File: config.mk
export PLATFORM = sky130hd
export DESIGN_NAME = uart_prog_loader
export DESIGN_NICKNAME = d
export VERILOG_FILES = /design/src/rtl/loader_pkg.sv /design/src/rtl/uart_rx_byte.sv /design/src/rtl/uart_prog_loader.sv
export SDC_FILE = /design/constraint.sdc
export NUM_CORES = 1
export LEC_CHECK = 0
export CORE_ASPECT_RATIO = 1.4
export CORE_MARGIN = 5
export CORE_UTILIZATION = 52
export CTS_BUF_LIST = sky130_fd_sc_hd__clkbuf_8
export CTS_CLUSTER_DIAMETER = 40
export DETAILED_ROUTE_END_ITERATION = 10
export PLACE_DENSITY = 0.85
export SLEW_MARGIN = 30
export SYNTH_ARGS = -nofsm -noshare
export SYNTH_HDL_FRONTEND = slang
export SYNTH_SLANG_ARGS = --single-unit
File: constraint.sdc
create_clock -name clock -period 2.25 [get_ports clock]
set_clock_uncertainty 0.05 [all_clocks]
set_input_delay 0.225 -clock clock [delete_from_list [all_inputs] [get_ports clock]]
set_output_delay 0.225 -clock clock [all_outputs]
set_load 0.005 [all_outputs]
File: src/rtl/loader_pkg.sv
// Shared types and constants for the UART program loader and its byte receiver.
// LOADER_CHECKSUM_EN adds the CSUM state to the loader FSM.
package loader_pkg;

   localparam logic [7:0] SYNC_BYTE_DEF = 8'hA5;
   localparam int         CNT_W         = 9;
   localparam int         IDX_W         = 2;

   typedef enum logic [2:0] {
      ST_IDLE  = 3'd0,
      ST_COUNT = 3'd1,
      ST_DATA  = 3'd2,
`ifdef LOADER_CHECKSUM_EN
      ST_CSUM  = 3'd3,
`endif
      ST_ERR   = 3'd4
   } loader_state_e;

   typedef enum logic [1:0] {
      RX_IDLE  = 2'd0,
      RX_START = 2'd1,
      RX_DATA  = 2'd2,
      RX_STOP  = 2'd3
   } rx_state_e;

   // A count byte of zero encodes a full 256-word frame.
   function automatic logic [CNT_W-1:0] decode_count(input logic [7:0] b);
      return (b == 8'd0) ? 9'd256 : {1'b0, b};
   endfunction

endpackage

File: src/rtl/uart_rx_byte.sv
// 8N1 UART byte receiver: 2-flop synchronizer, mid-bit sampling, glitch-rejecting start.
// byte_valid_o pulses once per received byte with stop_err_o set when the stop bit was low.
module uart_rx_byte
   import loader_pkg::*;
#(
   parameter int CLKS_PER_BIT = 868
) (
   input  logic       clock,
   input  logic       reset_i,
   input  logic       rx_i,
   output logic [7:0] byte_o,
   output logic       byte_valid_o,
   output logic       stop_err_o
);

   localparam int            CW      = $clog2(CLKS_PER_BIT);
   localparam logic [CW-1:0] HALF_M1 = CW'(CLKS_PER_BIT / 2 - 1);
   localparam logic [CW-1:0] FULL_M1 = CW'(CLKS_PER_BIT - 1);

   rx_state_e     state_q;
   logic [CW-1:0] cnt_q;
   logic [2:0]    bit_q;
   logic [7:0]    shift_q;
   logic          meta_q;
   logic          sync_q;
   logic          prev_q;

   // Synchronizer, bit timer and shift register.
   always_ff @(posedge clock or negedge reset_i) begin
      if (!reset_i) begin
         meta_q       <= 1'b1;
         sync_q       <= 1'b1;
         prev_q       <= 1'b1;
         state_q      <= RX_IDLE;
         cnt_q        <= '0;
         bit_q        <= 3'd0;
         shift_q      <= 8'h00;
         byte_o       <= 8'h00;
         byte_valid_o <= 1'b0;
         stop_err_o   <= 1'b0;
      end else begin
         meta_q       <= rx_i;
         sync_q       <= meta_q;
         prev_q       <= sync_q;
         byte_valid_o <= 1'b0;
         stop_err_o   <= 1'b0;
         case (state_q)
            RX_IDLE: begin
               cnt_q <= '0;
               if (prev_q && !sync_q) state_q <= RX_START;
               else                   state_q <= RX_IDLE;
            end
            RX_START: begin
               // A line that is high again at mid start bit was a glitch.
               if (cnt_q == HALF_M1) begin
                  cnt_q   <= '0;
                  bit_q   <= 3'd0;
                  state_q <= sync_q ? RX_IDLE : RX_DATA;
               end else begin
                  cnt_q <= cnt_q + 1'b1;
               end
            end
            RX_DATA: begin
               if (cnt_q == FULL_M1) begin
                  cnt_q   <= '0;
                  shift_q <= {sync_q, shift_q[7:1]};
                  bit_q   <= bit_q + 1'b1;
                  if (bit_q == 3'd7) state_q <= RX_STOP;
                  else               state_q <= RX_DATA;
               end else begin
                  cnt_q <= cnt_q + 1'b1;
               end
            end
            RX_STOP: begin
               if (cnt_q == FULL_M1) begin
                  cnt_q        <= '0;
                  byte_o       <= shift_q;
                  byte_valid_o <= 1'b1;
                  stop_err_o   <= !sync_q;
                  state_q      <= RX_IDLE;
               end else begin
                  cnt_q <= cnt_q + 1'b1;
               end
            end
            default: state_q <= RX_IDLE;
         endcase
      end
   end

endmodule

File: src/rtl/uart_prog_loader.sv
// Framed UART image loader writing 32-bit words into core memory while holding the core in reset.
// Define LOADER_CHECKSUM_EN to require a trailing XOR checksum byte after the data.
module uart_prog_loader
   import loader_pkg::*;
#(
   parameter int          CLKS_PER_BIT = 868,
   parameter logic [7:0]  SYNC_BYTE    = SYNC_BYTE_DEF,
   parameter int          TIMEOUT_CYC  = 2000000,
   parameter logic [31:0] BASE_ADDR    = 32'h0
) (
   input  logic             clock,
   input  logic             reset_i,
   input  logic             rx_i,
   output logic             mem_we_o,
   output logic [31:0]      mem_addr_o,
   output logic [31:0]      mem_data_o,
   output logic             core_hold_o,
   output logic             busy_o,
   output logic             done_o,
   output logic             err_o,
   output logic [CNT_W-1:0] words_o
);

   localparam int            TW      = $clog2(TIMEOUT_CYC + 1);
   localparam logic [TW-1:0] TO_LAST = TW'(TIMEOUT_CYC - 1);

   logic [7:0] rx_byte_s;
   logic       byte_valid_s;
   logic       stop_err_s;

   uart_rx_byte #(.CLKS_PER_BIT(CLKS_PER_BIT)) u_rx (
      .clock        (clock),
      .reset_i      (reset_i),
      .rx_i         (rx_i),
      .byte_o       (rx_byte_s),
      .byte_valid_o (byte_valid_s),
      .stop_err_o   (stop_err_s)
   );

   loader_state_e    state_q;
   logic [CNT_W-1:0] n_q;
   logic [CNT_W-1:0] words_q;
   logic [IDX_W-1:0] idx_q;
   logic [31:0]      word_q;
   logic [TW-1:0]    to_q;
   logic             mem_we_q;
   logic [31:0]      mem_addr_q;
   logic [31:0]      mem_data_q;
   logic             hold_q;
   logic             done_q;
   logic             err_q;
`ifdef LOADER_CHECKSUM_EN
   logic [7:0]       xor_q;
`endif

   // Frame FSM with registered memory strobe and status outputs.
   always_ff @(posedge clock or negedge reset_i) begin
      if (!reset_i) begin
         state_q    <= ST_IDLE;
         n_q        <= '0;
         words_q    <= '0;
         idx_q      <= '0;
         word_q     <= 32'h0;
         to_q       <= '0;
         mem_we_q   <= 1'b0;
         mem_addr_q <= 32'h0;
         mem_data_q <= 32'h0;
         hold_q     <= 1'b0;
         done_q     <= 1'b0;
         err_q      <= 1'b0;
`ifdef LOADER_CHECKSUM_EN
         xor_q      <= 8'h00;
`endif
      end else begin
         mem_we_q <= 1'b0;
         done_q   <= 1'b0;
         if (state_q == ST_IDLE || state_q == ST_ERR || byte_valid_s) to_q <= '0;
         else                                                        to_q <= to_q + 1'b1;

         case (state_q)
            ST_IDLE: begin
               if (byte_valid_s && !stop_err_s && rx_byte_s == SYNC_BYTE) begin
                  state_q <= ST_COUNT;
                  err_q   <= 1'b0;
                  words_q <= '0;
                  hold_q  <= 1'b1;
`ifdef LOADER_CHECKSUM_EN
                  xor_q   <= 8'h00;
`endif
               end else begin
                  state_q <= ST_IDLE;
               end
            end
            ST_COUNT: begin
               if (byte_valid_s && !stop_err_s) begin
                  n_q     <= decode_count(rx_byte_s);
                  idx_q   <= '0;
                  state_q <= ST_DATA;
               end else if (byte_valid_s || to_q == TO_LAST) begin
                  state_q <= ST_ERR;
                  err_q   <= 1'b1;
                  hold_q  <= 1'b0;
               end else begin
                  state_q <= ST_COUNT;
               end
            end
            ST_DATA: begin
               if (byte_valid_s && !stop_err_s) begin
                  word_q[{idx_q, 3'b000} +: 8] <= rx_byte_s;
                  idx_q <= idx_q + 1'b1;
`ifdef LOADER_CHECKSUM_EN
                  xor_q <= xor_q ^ rx_byte_s;
`endif
                  if (idx_q == 2'd3) begin
                     mem_we_q   <= 1'b1;
                     mem_addr_q <= BASE_ADDR + {21'd0, words_q, 2'b00};
                     mem_data_q <= {rx_byte_s, word_q[23:0]};
                     words_q    <= words_q + 1'b1;
                     if (words_q + 9'd1 == n_q) begin
`ifdef LOADER_CHECKSUM_EN
                        state_q <= ST_CSUM;
`else
                        state_q <= ST_IDLE;
                        done_q  <= 1'b1;
                        hold_q  <= 1'b0;
`endif
                     end else begin
                        state_q <= ST_DATA;
                     end
                  end else begin
                     state_q <= ST_DATA;
                  end
               end else if (byte_valid_s || to_q == TO_LAST) begin
                  // The partially assembled word is simply never written.
                  state_q <= ST_ERR;
                  err_q   <= 1'b1;
                  hold_q  <= 1'b0;
               end else begin
                  state_q <= ST_DATA;
               end
            end
`ifdef LOADER_CHECKSUM_EN
            ST_CSUM: begin
               if (byte_valid_s && !stop_err_s && rx_byte_s == xor_q) begin
                  state_q <= ST_IDLE;
                  done_q  <= 1'b1;
                  hold_q  <= 1'b0;
               end else if (byte_valid_s || to_q == TO_LAST) begin
                  state_q <= ST_ERR;
                  err_q   <= 1'b1;
                  hold_q  <= 1'b0;
               end else begin
                  state_q <= ST_CSUM;
               end
            end
`endif
            ST_ERR:  state_q <= ST_IDLE;
            default: state_q <= ST_IDLE;
         endcase
      end
   end

   assign mem_we_o    = mem_we_q;
   assign mem_addr_o  = mem_addr_q;
   assign mem_data_o  = mem_data_q;
   assign core_hold_o = hold_q;
   assign busy_o      = (state_q != ST_IDLE);
   assign done_o      = done_q;
   assign err_o       = err_q;
   assign words_o     = words_q;

endmodule

==> results.md, run 1 <==
- Outcome: finished, final reports clean
- Final Hold Fails: 0
- Longest Clk Path Bufs: 2
- Gr ovfl total: 0
- IO Port Bufs: between 50 and 60
- Ys async rst share: 1.00
- Crit start category: flop
- Largest net degree at the start of global routing: roughly 60
- Delay of the slowest critical-path stage: around 0.46 ns
- Final setup vio count: 0
- GRT Overall Usage: 0.193
- Highest-delay cell along the critical path: clkdlybuf4s50_1
- Leakage power: approximately 3.8 nW
- Post-CTS Setup Inserts: 0
- Critical Path RT: between 1.5 and 2 ns
- Mean Syn Cell Area: 9.54 um^2
- Syn. warnings: 0
- Drt pass-1 iters: 4
- Unrepaired setup endpoints after global routing: no
- Initial DRC Count: around 330
- Clk sinks: around 150
- Synthesized area: ~0.0068 mm^2
- Initial antenna violation count: 0
- VDD IR max: approximately 0.0004 V
- DR WL/cell: around 15 um
- Multi-input gate area: between 0.002 and 0.003 mm^2
- R2R setup slack: around 0.20 ns
- Routed Antenna Nets: 0
- Yosys cell types: 53
- Minimum clock period: approximately 2.1 ns
- Kind of critical path: flop to primary output
- Switching share of power: 0.238
- Die width: approximately 110 um
- Arr. time, crit path: between 1.5 and 2 ns
- Wirelength, routed: 13.7 mm
- H-tree Lvls: 4
- Critical path destination: busy_o
- Sequential cell area fraction in the yosys report: 0.553
- Fmax achieved: approximately 480 MHz
- Combinational power share: 0.068
- Core footprint: about 0.013 mm^2
- Fillers: between 1000 and 1500
- Crit Path Max Fanout: 5
- Syn Inst Count: just over 700
- CP endpoint kind: primary output
- Fin. max-slew vios: 0
- Worst r2r path cells: 5
- Share of layout cells above drive strength 1: 0.0947
- Post-DP HPWL: ~9.7 mm
- Setup TNS: 0 ns
- Floorplan row count: 49
- Drt via density: ~5.3
- Clock network fraction of design power: 0.391
- Cell chain of the critical path: nor3_1, inv_1, clkdlybuf4s50_1
- CTS tree: yes
- Detailed-route via count: approximately 5000
- Later-pin clock latency in the skew report: around 0.43 ns
- Clk slew on worst S/H paths: roughly 0.070 ns
- Area growth syn-to-layout: 16.9%
- Hold Path Class: primary input to flop
- Setup crit start: state_q[2]
- Tcrit/Tclk final: 0.928
- First-pass GRT wire length: between 20 and 25 mm
- Num CTS Buffers: 17
- ANT cells: 0
- Switching Power: 1.22 mW
- Reg2Reg Capture Point: u_rx.cnt_q[8]
- R2r startpoint: u_rx.cnt_q[3]
- Max Cap Viol: 0
- #FFs+latches synth: approximately 150
- Internal: between 3 and 4 mW
- Final net count: 797
- Fin Hold WS: around 0.15 ns
- Least-Margin Pin Slew: 0.572 ns
- Boundary pin count: just over 80
- CTS root buf: clkbuf_8
- PwrDens: roughly 650 mW/mm^2
- DIE AREA: around 0.015 mm^2
- Initial core utilization: 0.527
- Number of flops mapped to enable cells by yosys: 0
- DR DRC count: 0
- Hold depth: 1
- Register Area: 0.00373 mm^2
- Seq pwr share: 0.541
- Die H: ~140 um
- Post-synth top flop: dfrtp_1
- Worst rel slew slack: 0.615
- Number of global-route vias before repair: ~5100
- RePlAce Congestion: 0.865
==> timing repair <==
item,in CTS,in global routing
setup endpoints to repair,0,2
hold endpoints to repair,56,0
gates resized for setup,0,1
hold buffers,1,0
==> cell usage after synthesis, drive strengths merged (3+ instances only) <==
master,number,area [um^2]
and4,3,26.3
nand3,21,105
nor3b,4,35.0
nand2,229,862
nand2b,4,25.0
o31ai,7,52.6
xor2,16,140
ha,15,188
and3,7,43.8
inv,14,52.6
mux2,15,169
nor2,49,184
dfrtp,146,3650
and2,7,43.8
o21ai,39,195
dfstp,3,78.8
a21oi,6,30.0
nor3,7,40.0
nand4,6,37.5
buf,33,225
xnor2,25,219
clkbuf,15,57.6
nor4,10,68.8
==> per-stage QoR <==
step / instances / util / worst slack (ns) / cell area (um^2) / total power, mW
finish: 945 / 0.616 / 0.162 / 7890 / 5.10
global route: 945 / 0.616 / 0.0234 / 7890 / 5.32
CTS: 945 / 0.616 / 0.140 / 7890 / 5.15
detailed placement: 912 / 0.585 / 0.152 / 7490 / 3.17
global placement: 912 / 0.585 / 0.154 / 7490 / 3.15
floorplan: 730 / - / 0.0849 / 6840 / 3.07
==> registers in the layout, summed over array words and instances, names as in the netlist, 2 cells and up, named ones only <==
| name | flops |
|---|---|
| u_rx.byte_o | 8 |
| n_q | 9 |
| mem_data_o | 32 |
| word_q | 24 |
| to_q | 21 |
| mem_addr_o | 9 |
| idx_q | 2 |
| words_o | 9 |
| u_rx.cnt_q | 10 |
| state_q | 3 |
| u_rx.shift_q | 8 |
| u_rx.bit_q | 3 |
==> critical path, delay by kind of cell (launching register included) <==
family                 cells  cell delay [ns]
DFF                        1             0.44
and+or+nand+nor            1             0.37
buffers and inverters      2             0.57
==> layer usage <==
| metal | vias to the layer above | track usage | part of all wire |
|---|---|---|---|
| li1 | 2419 | - | - |
| met1 | 2431 | 0.219 | 0.41 |
| met2 | 107 | 0.350 | 0.53 |
| met3 | 23 | 0.0426 | 0.042 |
| met4 | 0 | 0.0812 | 0.019 |
| met5 | - | 0 | 0 |
==> how the worst min path moves through the flow <==
stage / start / endpoint / slack (ns)
6_report: rx_i / u_rx.meta_q / 0.15
5_1_grt: rx_i / u_rx.meta_q / 0.12
4_1_cts: rx_i / u_rx.meta_q / 0.12
3_5_place_dp: reset_i / mem_data_o[8] / 0.18
3_3_place_gp: reset_i / mem_data_o[8] / 0.18
2_1_floorplan: reset_i / async pin / -0.12
==> cells by family after synthesis <==
family                   count (synthesis)  synth area share
AO/OA/AOI/OAI                           69            0.0630
XOR/XNOR                                41            0.0532
adder cells (fa/ha/maj)                 15            0.0278
buffers and inverters                   62            0.0496
flip-flops                             149             0.553
multiplexers                            15            0.0250
other                                    1          0.000555
AND/OR/NAND/NOR                        356             0.228
==> power by group through the flow <==
stage                     Combinational [mW]  Sequential, mW  Clock (mW)
after global routing                   0.410            2.76        2.15
after floorplan                        0.272            2.80           0
final                                  0.348            2.76        1.99
after CTS                              0.358            2.76        2.03
after global placement                 0.341            2.81           0
after detailed placement               0.358            2.81           0
==> layout by cell type, fill, tap and decap left out, types with 9 or more instances in the layout <==
master / Yosys / routed
clkdlybuf4s50_1: 0 / 56
nor4_1: 9 / 9
mux2_2: 15 / 15
dfrtp_1: 146 / 146
xnor2_1: 25 / 25
nand3_1: 21 / 21
nand2_1: 228 / 228
clkbuf_8: 0 / 20
inv_1: 13 / 16
ha_1: 15 / 14
o21ai_0: 32 / 32
nor2_1: 49 / 49
conb_1: 1 / 23
xor2_1: 16 / 16
buf_4: 24 / 18
==> area by class of cell <==
type                    instances  area share
well taps                     153      0.0243
clock buffers                  20      0.0349
flip-flops and latches        149       0.473
inverters                      14     0.00666
repair buffers                 78      0.0959
multi-input cells             519       0.351
clock inverters                12      0.0143
(Power assumes the default switching activity.)
==> run 2: changes to the inputs <==
--- a/config.mk
+++ b/config.mk
@@ -12,7 +12,7 @@
 export CTS_CLUSTER_DIAMETER = 40
 export DETAILED_ROUTE_END_ITERATION = 10
 export PLACE_DENSITY = 0.85
-export SLEW_MARGIN = 30
+export SLEW_MARGIN = 25
 export SYNTH_ARGS = -nofsm -noshare
 export SYNTH_HDL_FRONTEND = slang
 export SYNTH_SLANG_ARGS = --single-unit
==> results of run 2 <==
Final layout, timing and power as in run 1 (identical DEF).
==> run 3: changes to the inputs <==
--- a/config.mk
+++ b/config.mk
@@ -11,8 +11,10 @@
 export CTS_BUF_LIST = sky130_fd_sc_hd__clkbuf_8
 export CTS_CLUSTER_DIAMETER = 40
 export DETAILED_ROUTE_END_ITERATION = 10
-export PLACE_DENSITY = 0.85
+export PLACE_DENSITY = 0.75
+export REMOVE_ABC_BUFFERS = 1
 export SLEW_MARGIN = 25
 export SYNTH_ARGS = -nofsm -noshare
 export SYNTH_HDL_FRONTEND = slang
+export SYNTH_HIERARCHICAL = 1
 export SYNTH_SLANG_ARGS = --single-unit
==> results.md, run 3 <==
- Outcome: finished, final reports clean
- WP buf/inv: 0
- Highest-delay cell along the critical path: dfrtp_1
- Number of flops mapped to enable cells by yosys: 0
- Core footprint: 0.0133 mm^2
- Die width: 108 um
- DR WL/cell: between 10 and 15 um
- Later-pin clock latency in the skew report: ~0.44 ns
- Hold Path Class: primary input to flop
- Setup crit start: words_o[2]
- Clk sinks: about 150
- Final setup vio count: 0
- Gr ovfl total: 0
- Hold depth: 1
- Internal: about 3.8 mW
- Sequential cell area fraction in the yosys report: 0.537
- VDD IR max: between 0.0005 and 0.0006 V
- Die H: 147 um
- Arr. time, crit path: roughly 2.4 ns
- Share of the synthesized area in the top cell type: 0.526
- Top-count cell post-synth: nand2_1
- Worst rel slew slack: 0.586
- Least-Margin Pin Slew: about 0.62 ns
- Mean Syn Cell Area: between 9 and 10 um^2
- Crit Path Max Fanout: 10
- Cell chain of the critical path: nand3_1, nor4b_1, o31ai_1, o211a_1, nor4b_1, o21ai_1
- Max Cap Viol: 0
- Synth area leader: dfrtp_1
- R2r startpoint: words_o[2]
- Seq pwr share: 0.545
- Number of flip-flops in the largest register: 32
- CP endpoint kind: flop
- Dominant cells by area after synthesis: dfrtp_1 (53%), nand2_1 (11%), mux2_2 (3.4%), buf_4 (3.3%), nor2_1 (2.3%)
- Reg2Reg Capture Point: state_q[1]
- Largest net degree at the start of global routing: 67
- Synthesized area: 0.00695 mm^2
- Detailed-route via count: approximately 5000
- Kind of critical path: flop to flop
- Cell family with most CP delay: simple AND/OR/NAND/NOR gates
- Syn. warnings: 6
- R2R setup slack: between 0.1 and 0.15 ns
- Final net count: around 800
- Critical Path RT: around 2.5 ns
- DIE AREA: around 0.016 mm^2
- Unrepaired setup endpoints after global routing: no
- RePlAce Congestion: around 0.85
- Yosys cell types: 66
- Fmax achieved: 468 MHz
- Number of global-route vias before repair: between 5000 and 6000
- Floorplan row count: 50
- Leakage power: 3.82 nW
- Fin. max-slew vios: 0
- Most frequent cells in the layout: nand2_1 (208), dfrtp_1 (146), clkdlybuf4s50_1 (56), nor2_1 (42), buf_4 (32)
- Placed Instances: 950
- PwrDens: 630 mW/mm^2
- IO Port Bufs: 57
- CTS root buf: clkbuf_8
- Worst r2r path cells: 6
- Initial antenna violation count: 0
- Worst hold path startpoint: rx_i
- Post-DP Area: approximately 0.0077 mm^2
- Share of layout cells above drive strength 1: 0.139
- Num CTS Buffers: 17
- Post-synth top flop: dfrtp_1
- DR DRC count: 0
- Post-DP HPWL: 10.1 mm
- Syn Inst Count: between 700 and 800
- Initial core utilization: 0.524
- Tcrit/Tclk final: 0.950
- Clock network fraction of design power: 0.387
- Clk slew on worst S/H paths: approximately 0.08 ns
- Final Non-Filler Cells: ~980
- Wirelength, routed: 14.4 mm
- Fin Hold WS: between 0.1 and 0.15 ns
- First-pass GRT wire length: approximately 25 mm
- Drt via density: approximately 5.1
- Minimum clock period: 2.14 ns
- Crit start category: flop
- CTS tree: yes
- Drt pass-1 iters: 4
- Critical Path Most Common Cell: nor4b_1
- Longest Clk Path Bufs: 2
- Synth top cells by count: nand2_1 (208), dfrtp_1 (146), nor2_1 (42)
- Post-route cell area: just over 0.008 mm^2
- Delay of the slowest critical-path stage: ~0.56 ns
- Ys async rst share: 1.00
- Boundary pin count: approximately 80
- Switching share of power: 0.261
- Worst hold endpoint: u_rx/meta_q
- Most common cell after layout, fill and taps aside: nand2_1
- Combinational power share: 0.068
- Switching Power: roughly 1.3 mW
- GRT Overall Usage: 0.193
- Crit path depth: 6
- ANT cells: 0
- H-tree Lvls: 4
- Initial DRC Count: ~250
- Routed Antenna Nets: 0
- Area growth syn-to-layout: 17.3%
- Final Hold Fails: 0
- #FFs+latches synth: ~150
- Setup TNS: 0 ns
-- run 3: cell count changes in the layout (fill, tap and decap cells not counted), moves of 6 or more --
cell     change
buf_4       +14
xnor2_1      -7
inv_1        -8
nor2_1       -7
mux2_2       +6
nand2_1     -20
o21ai_1     +15
-- run 3: area by class of cell --
cell class / instances / area [um^2]
Fill cell: 1127 / 5110
Clock buffer: 17 / 234
Tap cell: 182 / 228
Timing Repair Buffer: 92 / 862
Sequential cell: 149 / 3730
Inverter: 8 / 30.0
Clock inverter: 15 / 148
Multi-Input combinational cell: 520 / 2910
-- run 3: repair_timing --
| item | in CTS | in global routing |
|---|---|---|
| hold buffers | 1 | 0 |
| gates resized for setup | 1 | 1 |
| endpoints found under the hold margin | 61 | 0 |
| setup buffers | 0 | 0 |
| pin swaps | 0 | 2 |
| setup endpoints to repair | 8 | 9 |
| cloned | 0 | 0 |
-- run 3: power by group through the flow --
stage	clock network, mW	registers [mW]	logic, mW
after floorplan	0	2.85	0.161
after global placement	0	2.84	0.330
after detailed placement	0	2.85	0.351
after CTS	2.03	2.79	0.356
after global routing	2.15	2.80	0.398
final	1.99	2.79	0.351
-- run 3: worst max path at each step --
stage	endpoint	slack (ns)
6_report	state_q[1]	0.11
5_1_grt	state_q[1]	0.004
4_1_cts	u_rx/byte_o[3]	0.05
3_5_place_dp	u_rx/byte_o[3]	-0.01
3_3_place_gp	u_rx/byte_o[7]	0.07
2_1_floorplan	u_rx/shift_q[0]	-0.54
-- run 3: cells by family (layout without fill, tap and decap cells) --
logic type,count (synthesis),after routing,synth area share
other,1,23,0.000540
AND/OR/NAND/NOR,343,343,0.228
flip-flops,149,149,0.537
buffers and inverters,61,132,0.0564
XOR/XNOR,35,35,0.0441
multiplexers,27,27,0.0432
AO/OA/AOI/OAI,81,81,0.0704
adder cells (fa/ha/maj),11,11,0.0198
-- run 3: metal layers --
metal | GRT usage | up-vias | wire length [um]
met3 | 0.0404 | 25 | 578
li1 | - | 2471 | -
met4 | 0.0733 | 0 | 283
met5 | 0 | - | 0
met1 | 0.224 | 2435 | 5770
met2 | 0.347 | 121 | 7740
-- run 3: worst reg2reg max path, cell delays in order, from the launching register on --
cell	delay, ns
dfrtp_1	0.56
nand3_1	0.28
nor4b_1	0.36
o31ai_1	0.13
o211a_1	0.18
nor4b_1	0.34
o21ai_1	0.12
-- run 3: through the flow --
step | setup slack [ns] | power [mW] | util
3_3_place_gp | 0.0710 | 3.17 | 0.584
3_5_place_dp | -0.0122 | 3.20 | 0.584
6_report | 0.113 | 5.13 | 0.614
4_1_cts | 0.0499 | 5.17 | 0.614
5_1_grt | 0.00389 | 5.35 | 0.614
2_1_floorplan | -0.540 | 3.01 | -
